File: src/rtl/hsv_core_ctrlstatus_csr_initiator.sv
// Purpose: CSR bus initiator; privilege/read-only checks, then read and/or masked write to the register block.
// Latency: accept->out_valid 3 cycles (read+write), 2 (single phase), 1 (illegal), +1 per stall/ack-wait cycle.
// Backpressure: in_ready only in IDLE; cpuif_req_stall holds the request; RESP holds out_* until out_ready.
module hsv_core_ctrlstatus_csr_initiator #(
    parameter int unsigned TIMEOUT_CYCLES = 255
) (
    input  logic        clk_core,
    input  logic        rst_core_n,
    input  logic        in_valid,
    output logic        in_ready,
    input  logic [1:0]  in_op,
    input  logic [11:0] in_addr,
    input  logic [31:0] in_operand,
    input  logic        in_rd_zero,
    input  logic        in_rs_zero,
    input  logic [1:0]  priv_i,
    output logic        cpuif_req,
    output logic        cpuif_req_is_wr,
    output logic [13:0] cpuif_addr,
    output logic [31:0] cpuif_wr_data,
    output logic [31:0] cpuif_wr_biten,
    input  logic        cpuif_req_stall,
    input  logic        cpuif_rd_ack,
    input  logic        cpuif_rd_err,
    input  logic [31:0] cpuif_rd_data,
    input  logic        cpuif_wr_ack,
    input  logic        cpuif_wr_err,
    output logic        out_valid,
    input  logic        out_ready,
    output logic [31:0] out_rdata,
    output logic        out_exception
);

    typedef enum logic [2:0] {
        S_IDLE,
        S_RD_REQ,
        S_RD_WAIT,
        S_WR_REQ,
        S_WR_WAIT,
        S_RESP
    } state_t;

    localparam logic [1:0] OP_RW    = 2'b01;
    localparam logic [1:0] OP_RC    = 2'b11;
    localparam logic [7:0] TMO_LAST = 8'(TIMEOUT_CYCLES - 1);

    state_t      state;
    logic        need_wr_q;
    logic [7:0]  tmo_cnt;

    logic        acc_need_rd;
    logic        acc_need_wr;
    logic        acc_illegal;
    logic [31:0] acc_wr_data;
    logic [31:0] acc_wr_biten;

    logic        phase_is_wr;
    logic        phase_in_req;
    logic        phase_ack;
    logic        phase_err;
    logic        tmo_hit;

    assign in_ready = (state == S_IDLE);

    // Decode of the offered request; only consumed in the accept cycle, so it never reaches cpuif_* combinationally.
    always_comb begin
        acc_need_rd  = !((in_op == OP_RW) && in_rd_zero);
        acc_need_wr  = (in_op == OP_RW) || !in_rs_zero;
        acc_illegal  = (in_addr[9:8] > priv_i) || (acc_need_wr && (in_addr[11:10] == 2'b11));
        // Set/clear rely on the responder applying wr_data only where biten is 1.
        acc_wr_data  = 32'hFFFF_FFFF;
        acc_wr_biten = in_operand;
        case (in_op)
            OP_RW: begin
                acc_wr_data  = in_operand;
                acc_wr_biten = 32'hFFFF_FFFF;
            end
            OP_RC: begin
                acc_wr_data  = 32'h0000_0000;
                acc_wr_biten = in_operand;
            end
            default: ;
        endcase
    end

    // Bus phase qualifiers: an ack only counts once the request has actually been taken.
    always_comb begin
        phase_is_wr  = (state == S_WR_REQ) || (state == S_WR_WAIT);
        phase_in_req = (state == S_RD_REQ) || (state == S_WR_REQ);
        phase_ack    = (phase_is_wr ? cpuif_wr_ack : cpuif_rd_ack) && !(phase_in_req && cpuif_req_stall);
        phase_err    = phase_is_wr ? cpuif_wr_err : cpuif_rd_err;
        tmo_hit      = (tmo_cnt == TMO_LAST);
    end

    // Transaction FSM with all bus and result outputs registered.
    always_ff @(posedge clk_core or negedge rst_core_n) begin
        if (!rst_core_n) begin
            state           <= S_IDLE;
            need_wr_q       <= 1'b0;
            tmo_cnt         <= 8'd0;
            cpuif_req       <= 1'b0;
            cpuif_req_is_wr <= 1'b0;
            cpuif_addr      <= 14'd0;
            cpuif_wr_data   <= 32'd0;
            cpuif_wr_biten  <= 32'd0;
            out_valid       <= 1'b0;
            out_rdata       <= 32'd0;
            out_exception   <= 1'b0;
        end else begin
            case (state)
                S_IDLE: begin
                    if (in_valid) begin
                        need_wr_q      <= acc_need_wr;
                        tmo_cnt        <= 8'd0;
                        cpuif_addr     <= {in_addr, 2'b00};
                        cpuif_wr_data  <= acc_wr_data;
                        cpuif_wr_biten <= acc_wr_biten;
                        out_rdata      <= 32'd0;
                        out_exception  <= 1'b0;
                        if (acc_illegal) begin
                            out_exception <= 1'b1;
                            out_valid     <= 1'b1;
                            state         <= S_RESP;
                        end else if (acc_need_rd) begin
                            cpuif_req       <= 1'b1;
                            cpuif_req_is_wr <= 1'b0;
                            state           <= S_RD_REQ;
                        end else begin
                            cpuif_req       <= 1'b1;
                            cpuif_req_is_wr <= 1'b1;
                            state           <= S_WR_REQ;
                        end
                    end
                end
                S_RD_REQ, S_RD_WAIT, S_WR_REQ, S_WR_WAIT: begin
                    if (phase_ack) begin
                        cpuif_req <= 1'b0;
                        if (!phase_is_wr) begin
                            out_rdata <= cpuif_rd_data;
                        end
                        if (phase_err) begin
                            out_exception <= 1'b1;
                            out_valid     <= 1'b1;
                            state         <= S_RESP;
                        end else if (!phase_is_wr && need_wr_q) begin
                            cpuif_req       <= 1'b1;
                            cpuif_req_is_wr <= 1'b1;
                            tmo_cnt         <= 8'd0;
                            state           <= S_WR_REQ;
                        end else begin
                            out_valid <= 1'b1;
                            state     <= S_RESP;
                        end
                    end else if (tmo_hit) begin
                        // Abandon the phase; a pending write is deliberately not retried.
                        cpuif_req     <= 1'b0;
                        out_exception <= 1'b1;
                        out_valid     <= 1'b1;
                        state         <= S_RESP;
                    end else begin
                        tmo_cnt <= tmo_cnt + 8'd1;
                        if (phase_in_req && !cpuif_req_stall) begin
                            cpuif_req <= 1'b0;
                            if (phase_is_wr) begin
                                state <= S_WR_WAIT;
                            end else begin
                                state <= S_RD_WAIT;
                            end
                        end
                    end
                end
                S_RESP: begin
                    if (out_ready) begin
                        out_valid <= 1'b0;
                        state     <= S_IDLE;
                    end
                end
                default: state <= S_IDLE;
            endcase
        end
    end

endmodule

File: config.mk
export PLATFORM = sky130hd
export DESIGN_NAME = hsv_core_ctrlstatus_csr_initiator
export DESIGN_NICKNAME = d
export VERILOG_FILES = /design/src/rtl/hsv_core_ctrlstatus_csr_initiator.sv
export SDC_FILE = /design/constraint.sdc
export NUM_CORES = 1
export LEC_CHECK = 0
export ABC_CLOCK_PERIOD_IN_PS = 2500
export BUFFER_PORTS_ARGS = -buffer_cell sky130_fd_sc_hd__buf_2
export CORE_MARGIN = 4
export CORE_UTILIZATION = 49
export DETAILED_ROUTE_END_ITERATION = 16
export PLACE_DENSITY = 0.8
export SYNTH_ARGS = -nofsm -noshare
export SYNTH_HDL_FRONTEND = slang
export SYNTH_SLANG_ARGS = --single-unit
export TNS_END_PERCENT = 30
File: constraint.sdc
create_clock -name clk_core -period 2.5 [get_ports clk_core]
set_clock_uncertainty 0.05 [all_clocks]
set_input_delay 0.625 -clock clk_core [delete_from_list [all_inputs] [get_ports clk_core]]
set_output_delay 0.625 -clock clk_core [all_outputs]
set_load 0.01 [all_outputs]
=== Word-level counts from Yosys, hierarchy flattened ===
Cells that the tools add are included.

* $add $sub $neg: 1
* Multipliers: 0
* Divide/modulo/power cells: 0
* $lt $le $gt $ge: 1
* Equal/unequal tests: 24
* Shifts and indexed selects: 0
* Multiplexer cells: 53
* Bitwise gates (word level): 0
* Reductions and logical operators: 26

{| class="wikitable"
|+ Operators by type and width
! cell !! count
|-
| $mux 32 || 4
|-
| $pmux 32 s2 || 2
|-
| $mux 8 || 5
|-
| $mux 3 || 9
|-
| $mux 1 || 26
|-
| $pmux 8 s2 || 1
|-
| $ne 3x3->1 const B || 5
|-
| $ne 2x2->1 const B || 7
|-
| $reduce_and 4->1 || 3
|-
| $reduce_and 6->1 || 2
|-
| $pmux 3 s3 || 1
|-
| $add 8x1->8 const B || 1
|-
| $eq 8x8->1 const B || 1
|-
| $ne 4x4->1 const B || 2
|-
| $eq 3x2->1 const B || 2
|-
| $eq 3x3->1 const B || 2
|-
| $logic_and 1x1->1 || 6
|-
| $pmux 1 s2 || 3
|-
| $reduce_and 5->1 || 1
|-
| $eq 2x2->1 const B || 2
|-
| $logic_not 1->1 || 4
|-
| $logic_or 1x1->1 || 4
|-
| $reduce_or 4->1 || 1
|-
| $eq 3x1->1 const B || 1
|-
| 10 further kinds || 10
|}

* Register bits after elaboration: 124
* Latch bits: 0
* RAM bits: 0
* Memory bits (read-only): 0
* Output and inout port bits: 115
* Memories: 0

=== Longest topological paths before layout ===
Gate-level depths: netlist of run 1.

* Depth after elaboration: 8
* Depth in mapped cells: 8

=== Least setup slack after synthesis of run 1 ===
No wires, ideal clock.

* Kind: input -> register
* From: in cpuif_req_stall
* To: reg out_exception
* Setup time: 0.125 ns
* Data arrival time: 1.915 ns
* Data required time: 2.325 ns
* Path slack: 0.410 ns
* Stages on the path: 6
* Buffers on the path: 0
* Path through: o21a_1 > o211a_1 > nand3b_1 > o2bb2ai_1 > a211oi_1 > mux2_4

* Longest elaborated chain between the ends: 5
* Elaborated cells between the ends (all ways): 8
* Classes of those cells: eq/ne (2); mux (2); reduce/logical (4)

{| class="wikitable"
|+ RTL lines
! what !! line !! source
|-
| start, declared || 22 || <nowiki>input logic cpuif_req_stall,</nowiki>
|-
| $logic_and 1x1->1 * || 90 || <nowiki>phase_ack = (phase_is_wr ? cpuif_wr_ack : cpuif_rd_ack) && !(phase_in_req && cpuif_req_stall);</nowiki>
|-
| $logic_not 1->1 * || 90 ||
|-
| $logic_and 1x1->1 * || 90 ||
|-
| $ne 3x3->1 (no line) / $mux 1 (equally long branches) || n/a ||
|-
| $reduce_and 4->1 (no line) / $pmux 1 s2 (equally long branches) || n/a ||
|-
| end signal, assigned || 108 || <nowiki>out_exception <= 1'b0;</nowiki>
|-
| end signal, assigned || 119 || <nowiki>out_exception <= 1'b0;</nowiki>
|-
| end signal, assigned || 121 || <nowiki>out_exception <= 1'b1;</nowiki>
|-
| end, declared || 31 || <nowiki>output logic out_exception</nowiki>
|}

Mark *: on every way between the ends. The rest lies on a longest branch, timed or not.
A chain may end at the register's enable or synchronous reset.

=== Worst setup path after layout of run 1 ===
* From: reg state[2]
* To: out in_ready

* Longest elaborated chain between the ends: 1

{| class="wikitable"
|+ RTL lines
! what !! line !! source
|-
| start, declared || 47 || <nowiki>state_t state;</nowiki>
|-
| start signal, assigned || 98 || <nowiki>state <= S_IDLE;</nowiki>
|-
| start signal, assigned || 123 || <nowiki>state <= S_RESP;</nowiki>
|-
| start signal, assigned || 127 || <nowiki>state <= S_RD_REQ;</nowiki>
|-
| $logic_not 3->1 || 63 || <nowiki>assign in_ready = (state == S_IDLE);</nowiki>
|-
| end, declared || 10 || <nowiki>output logic in_ready,</nowiki>
|}

No other way between the ends.

==> impl_metrics.toml, run 1 <==
[hold_path]
hold_class = "input pin to async pin"

[placed_design]
routabilityCongestion = 0.9278
io_buffers = 203
placed_cell_area_um2 = 6471
dp_hpwl_mm = 10.34

[worst_setup_path]
cp-start-kind = "flop"
arrival_ns = 1.71
crit_path_max_fanout = 11
cp.required_ns = 1.82
cp-end-kind = "output pin"
critPathKind = "flop to output pin"

[logic_synthesis]
seq_area_frac_synth_pct = 58.37
synth_top_area_share_pct = 58.37
synthCells = 468
synth-edff-count = 0
yosysWarningCount = 0
synth_common_cells = "dfrtp_1, nor2_1, nand2b_1"
yosysMostFrequentCell = "dfrtp_1"
async_flop_share_pct = 100.0
synthFlopType = "dfrtp_1"
avgSynthCellArea_um2 = 11.36
ys_ff_latch = 124
yosysTopAreaCell = "dfrtp_1"
ys_types = 52
netlist_top_cells_area = "dfrtp_1, a22o_1, o22a_1, nand2b_1, a31oi_1"
netlist_area_um2 = 5316

[final_layout]
antenna_cells = 0
final_nets = 764
fin_area_um2 = 7137
fillCellCount = 863
area_growth_pct = 34.24
drive_gt1_share_pct = 39.74

[status]
status = "complete, no violations"

[route]
ant_nets = 0
drc = 0
wire_per_inst_um = 17.71
vias = 4482
routed_wl_mm = 14.49
firstDrtPassIters = 4
drtIter0Drc = 280
routed_via_density = 5.479

[power]
power_density_nw_per_um2 = 1403
vdd_drop_max_mv = 0.8946
p_leak_nw = 3.366
p_total_mw = 10.01

[clock_network]
cts_max_path_buffers = 2
clkLatencyLatePin_ns = 0.51
cts_setup_buffers = 0
cts.sinks = 124
cts_buffers = 17
ctsHtreeMaxLevel = 4
cts_tree = "yes"
clkTransAtPathRegs_ns = 0.06
cts-root-buf = "clkbuf_8"

[sta]
timing.setup.tns_ns = 0
min_period_ns = 2.388
fin_hold_ws_ns = 0.1200
slew_headroom_pct = 55.77
tightestPinTransition_ns = 0.6635
fin_crit_sh_pct = 95.53
drv_slew = 0
rsz0062_at_grt = "false"
hold_viol = 0
max_freq_mhz = 418.7
finalSetupViolations = 0

[die]
initial_core_util_pct = 50.81
die_h_um = 112.2
fp.dieW_um = 112.2
num_rows = 37
dieArea_um2 = 12580
core_area_um2 = 10460
ios = 206

[run]
drv_cap = 0

[global_route]
grt_max_degree = 125
grt_usage_pct = 23.46
grt_pass1_wl_mm = 23.85
antenna_found_initial = 2
grt-ovfl-total = 0
grt_pass1_vias = 4742
[per-layer routing]
metal | part of all wire [%] | wire length (um) | global-route usage (%) | vias up
met5 | 0.14 | 21 | 0 | -
met1 | 39 | 5706 | 28.43 | 2206
met2 | 53 | 7650 | 40.13 | 146
met4 | 1.5 | 222 | 6.891 | 4
met3 | 6.1 | 889 | 7.655 | 24
li1 | - | - | - | 2102
[kinds of logic after synthesis]
kind of cell / after synthesis / share of synthesized area [%]
AOI/OAI and AO/OA: 141 / 19.93
and+or+nand+nor: 137 / 13.06
DFF: 124 / 58.37
buffers and inverters: 42 / 3.742
muxes: 16 / 3.389
adders and majority gates: 4 / 0.9414
xor gates and xnor gates: 3 / 0.4943
other: 1 / 0.07054
[state kept, by name, summed over array words and instances (netlist names)]
name and cells:
cpuif_wr_biten 32, cpuif_wr_data 32, out_rdata 32, cpuif_addr 12, tmo_cnt 8, state 3, cpuif_req 1, cpuif_req_is_wr 1
need_wr_q 1, out_exception 1, out_valid 1
[layout by cell type, fill, tap and decap left out, types with 3 or more instances in the layout]
| cell type | n |
|---|---|
| a21oi_1 | 5 |
| nand4_1 | 4 |
| mux2i_1 | 3 |
| inv_6 | 3 |
| o21ai_0 | 14 |
| buf_2 | 202 |
| o22a_1 | 32 |
| nor3_1 | 9 |
| bufinv_16 | 5 |
| nor2_1 | 51 |
| nand3_1 | 5 |
| a22o_1 | 33 |
| o21a_1 | 3 |
| dfrtp_2 | 3 |
| clkbuf_8 | 4 |
| inv_1 | 5 |
| nand2b_1 | 37 |
| ha_1 | 4 |
| dfrtp_1 | 121 |
| nor2b_1 | 3 |
| a31oi_1 | 34 |
| buf_4 | 14 |
| clkbuf_16 | 16 |
| mux2_2 | 12 |
| nand2_1 | 14 |
[repair_timing]
item | CTS | global route
endpoints found under the setup margin | 0 | 1
resized for setup | 0 | 3
hold buffers | 0 | 0
[power breakdown]
group	internal, mW	switching (mW)	leakage, nW
sequential	2.91	0.592	1.45
clock	1.81	0.906	0.322
combinational	1.72	2.07	1.59
total	6.44	3.57	3.37
[through the flow]
stage / util [%] / setup WS [ns] / instances
6_report: 68.21 / 0.1118 / 818
5_1_grt: 68.21 / 0.02572 / 818
4_1_cts: 68.18 / 0.07087 / 818
3_5_place_dp: 61.85 / 0.2074 / 786
3_3_place_gp: 61.85 / 0.2768 / 786
2_1_floorplan: - / 0.4095 / 469
[final cells by class]
type                    instances  area (um2)  share of cell area, %
clock buffers                  20       455.4                  6.381
clock inverters                12       206.4                  2.893
inverters                       5       18.77                 0.2630
multi-input cells             303        2023                  28.35
flip-flops and latches        124        3107                  43.53
well taps                     136       170.2                  2.384
repair buffers                218        1156                  16.20
[worst paths after layout]
check / start / endpoint / slack [ns] / cells past startpoint
worst min-delay path: rst_core_n / cpuif_wr_biten[10] / 0.12 / 2
worst max register to register: state[1] / out_exception / 0.37 / 6
worst max-delay path: state[2] / in_ready / 0.11 / 4
worst min register to register: out_rdata[28] / out_rdata[28] / 0.45 / 1
min in group clk_core: in_rs_zero / need_wr_q / 0.26 / 2
max in group asynchronous: rst_core_n / state[0] / 1.72 / 2
[worst max-delay path: stages, from the launching register on]
cell and delay (ns):
dfrtp_2 0.47, buf_4 0.20, nor3_2 0.22, buf_4 0.18
buf_2 0.13
(Power assumes the default switching activity.)
==> run 2: changes to the inputs <==
--- a/constraint.sdc
+++ b/constraint.sdc
@@ -3,3 +3,3 @@
 set_input_delay 0.625 -clock clk_core [delete_from_list [all_inputs] [get_ports clk_core]]
 set_output_delay 0.625 -clock clk_core [all_outputs]
-set_load 0.01 [all_outputs]
+set_load 0.1 [all_outputs]
==> run 2 against run 1 <==
  * Clock-buffer cell count unchanged
  * Global-route usage about the same
  * Fmax shrank 0.54%
  * Via count grew 0.87%
  * Sequential share of layout area about the same
  * Cell count is 0.73% higher
  * Flip-flop and latch count is the same
  * Worst hold slack got worse by 0.051 ns
  * Critical path depth unchanged
==> impl_metrics.toml, run 2 (synthesis results as in run 1) <==
[status]
status = "complete, no violations"

[clock_network]
cts_tree = "yes"
cts_buffers = 17
hold_buffers = 0
cts_max_path_buffers = 2
cts-root-buf = "clkbuf_8"
cts.sinks = 124
clkTransAtPathRegs_ns = 0.06
clkLatencyLatePin_ns = 0.52
ctsHtreeMaxLevel = 4

[final_layout]
antenna_cells = 0
final_nets = 771
final_cell_mix = "buf_2, dfrtp_1, nor2_1, nand2b_1, a31oi_1"
area_growth_pct = 34.27
fillCellCount = 829
fin_area_um2 = 7138
largest_registers = "cpuif_wr_biten (32), cpuif_wr_data (32), out_rdata (32)"
drive_gt1_share_pct = 40.26
layout_commonest_cell = "buf_2"

[sta]
timing.setup.tns_ns = 0
rsz0062_at_grt = "false"
drv_slew = 0
max_freq_mhz = 416.5
fin_crit_sh_pct = 96.05
min_period_ns = 2.401
finalSetupViolations = 0
slew_headroom_pct = 60.34
tightestPinTransition_ns = 0.5950
hold_viol = 0

[die]
fp.dieW_um = 112.2
num_rows = 37
initial_core_util_pct = 50.81
ios = 206
die_h_um = 112.2
core_area_um2 = 10460
dieArea_um2 = 12580

[route]
routed_via_density = 5.487
wire_per_inst_um = 17.73
routed_wl_mm = 14.61
firstDrtPassIters = 4
vias = 4521
drc = 0
ant_nets = 0
drtIter0Drc = 273

[placed_design]
routabilityCongestion = 0.9464
dp_hpwl_mm = 10.44
io_buffers = 203
placed_cell_area_um2 = 6520

[worst_setup_path]
ff2ff_path_depth = 7
cp.required_ns = 1.82
cp-start-kind = "flop"
r2r_setup_slack_ns = 0.32
reg2reg_from = "state[1]"
crit_path_max_fanout = 8
arrival_ns = 1.73
critPathKind = "flop to output pin"
cp-end-kind = "output pin"
cp_slowest_cell = "dfrtp_2"
max_stage_delay_ns = 0.46
worst_r2r_endpoint = "out_exception"
crit_chain = "buf_4 -> nor3_4 -> buf_6 -> buf_12"

[global_route]
grt_pass1_vias = 4699
grt-ovfl-total = 0
grt_max_degree = 69
grt_pass1_wl_mm = 23.63
antenna_found_initial = 0
grt_usage_pct = 23.43

[run]
drv_cap = 0

[hold_path]
hold_class = "input pin to async pin"
[run 2: critical path, delay by kind of cell, from the launching register on]
kind | cells | cell delay (ns)
buffers and inverters | 3 | 0.51
AND/OR/NAND/NOR | 1 | 0.24
flip-flops | 1 | 0.46
[run 2: how the worst max path moves through the flow]
stage	start	endpoint	slack [ns]	cells past startpoint
finish	state[0]	in_ready	0.1	4
global route	state[2]	in_ready	0.05	4
CTS	state[2]	in_ready	0.002	4
detailed placement	cpuif_req_stall	out_exception	0.21	7
global placement	cpuif_req_stall	out_exception	0.24	7
floorplan	state[2]	cpuif_addr[10]	0.01	6
[run 2: layer usage]
metal / global-route usage (%) / up-vias / share of wire [%] / routed length, um
met5: 0 / - / 0 / 0
met4: 9.696 / 0 / 2.4 / 355
met3: 8.895 / 31 / 7.4 / 1081
met2: 38.58 / 177 / 50 / 7373
met1: 27.68 / 2194 / 40 / 5800
li1: - / 2119 / - / -
[run 2: repair_timing]
action / CTS / global route
setup buffers: 1 / 4
pin swaps: 0 / 1
setup endpoints to repair: 1 / 1
gates resized for setup: 2 / 2
[run 2: through the flow]
stage | cells | worst slack [ns] | hold WS (ns) | util, %
after global routing | 824 | 0.04662 | 0.07464 | 68.23
final | 824 | 0.09886 | 0.06907 | 68.23
after floorplan | 469 | 0.01048 | 0.2794 | -
after detailed placement | 788 | 0.2069 | 0.4362 | 62.32
after CTS | 820 | 0.001529 | 0.06091 | 67.89
after global placement | 788 | 0.2389 | 0.4320 | 62.32
[run 2: final cells by class]
| class | instances | area (um2) | area share [%] |
|---|---|---|---|
| Clock buffer | 20 | 455.4 | 6.380 |
| Clock inverter | 11 | 117.6 | 1.648 |
| Inverter | 5 | 18.77 | 0.2629 |
| Multi-Input combinational cell | 303 | 2029 | 28.43 |
| Sequential cell | 124 | 3107 | 43.52 |
| Tap cell | 136 | 170.2 | 2.384 |
| Timing Repair Buffer | 225 | 1240 | 17.37 |
Power of run 2 is left out: the tool's default activity adds up to more than one toggle a clock period on the data nets, which glitch-free logic cannot reach.
==> run 3: changes to the inputs <==
ABC_CLOCK_PERIOD_IN_PS = 2700   (was 2500)
clock period = 2.7 ns   (was 2.5 ns; I/O delays follow)
==> run 3 against run 2 <==
  * Global-route usage down 0.46 points
  * Core utilization down 1.4 points
  * Register-to-register slack better by 0.10 ns
  * Sequential share of layout area up 0.83 points
  * Cell count down 1.1%
  * Wire length down 2.6%
==> impl_metrics.toml, run 3 (synthesis results as in run 1) <==
[status]
status = "complete, no violations"

[clock_network]
ctsHtreeMaxLevel = 4
cts_buffers = 17
cts_tree = "yes"
cts-root-buf = "clkbuf_8"
hold_buffers = 0
cts_max_path_buffers = 2
cts.sinks = 124
clkLatencyLatePin_ns = 0.52
clkTransAtPathRegs_ns = 0.05

[placed_design]
dp_hpwl_mm = 10.35
post-place-ws_ns = 0.08526
io_buffers = 203
routabilityCongestion = 0.8547

[final_layout]
final_cell_mix = "buf_2, dfrtp_1, nor2_1, nand2b_1, a31oi_1"
area_growth_pct = 31.58
layout_commonest_cell = "buf_2"
antenna_cells = 0
largest_registers = "cpuif_wr_biten (32), cpuif_wr_data (32), out_rdata (32)"
drive_gt1_share_pct = 38.29
final_nets = 761

[route]
drc = 0
vias = 4404
drtIter0Drc = 195
wire_per_inst_um = 17.47
firstDrtPassIters = 4
routed_wl_mm = 14.24
routed_via_density = 5.404
ant_nets = 0

[global_route]
grt_pass1_wl_mm = 23.14
grt-ovfl-total = 0
grt_usage_pct = 22.98
antenna_found_initial = 0
grt_pass1_vias = 4626
grt_max_degree = 70

[worst_setup_path]
cp-start-kind = "flop"
crit_path_max_fanout = 18
worstSetupStartpoint = "state[1]"
reg2reg_from = "state[0]"
cp-end-kind = "output pin"
critPathKind = "flop to output pin"
arrival_ns = 1.86
cp.required_ns = 1.98

[run]
drv_cap = 0

[sta]
timing.setup.tns_ns = 0
finalSetupViolations = 0
drv_slew = 0
min_period_ns = 2.584
tightestPinTransition_ns = 0.6020
hold_viol = 0
rsz0062_at_grt = "false"
fin_crit_sh_pct = 95.70
fin_hold_ws_ns = 0.06656
timing.final.ws_setup_ns = 0.1160
slew_headroom_pct = 59.87
max_freq_mhz = 387.0

[die]
core_area_um2 = 10460
fp.dieW_um = 112.2
dieArea_um2 = 12580
num_rows = 37
die_h_um = 112.2
initial_core_util_pct = 50.81
ios = 206

[hold_path]
hold_class = "input pin to async pin"
[run 3: cell types whose count changed in the layout (fill, tap and decap cells not counted)]
cell	change
inv_6	-1
bufinv_16	-1
buf_12	-2
clkinvlp_4	-2
buf_6	-1
dfrtp_1	+3
dfrtp_2	-3
buf_4	-7
clkbuf_1	+5
[run 3: worst paths after layout]
check | cells past startpoint | endpoint | slack, ns
max | 2 | in_ready | 0.12
min | 1 | cpuif_wr_biten[0] | 0.07
max reg2reg | 6 | out_exception | 0.42
min reg2reg | 1 | out_rdata[5] | 0.45
max in group asynchronous | 2 | cpuif_wr_data[11] | 1.84
min in group clk_core | 2 | need_wr_q | 0.31
[run 3: cell type report]
type / count / area, um2
Fill cell: 847 / 3467
Sequential cell: 124 / 3103
Multi-Input combinational cell: 303 / 2029
Timing Repair Buffer: 215 / 1136
Clock buffer: 25 / 474.2
Tap cell: 136 / 170.2
Clock inverter: 7 / 63.81
Inverter: 5 / 18.77
[run 3: layer usage]
metal	GRT usage (%)	vias to the layer above	wire [um]
met5	0	-	0
met1	27.45	2134	5570
li1	-	2099	-
met2	37.74	141	7315
met4	10.90	0	413
met3	7.439	30	938
[run 3: metrics by stage]
stage	utilization [%]	area (um2)	std cells
floorplan	-	5326	469
global placement	61.70	6455	783
detailed placement	61.70	6455	783
CTS	66.86	6995	815
global route	66.86	6995	815
finish	66.86	6995	815
[run 3: critical path: stages, from the launching register on]
cell and delay [ns]:
dfrtp_1 0.58, nor3_4 0.40, buf_4 0.36
[run 3: what timing repair did]
action | in CTS | in global routing
endpoints found under the setup margin | 1 | 0
resized for setup | 1 | 0
buffers inserted | 0 | 0
Power of run 3 is left out for the same reason.
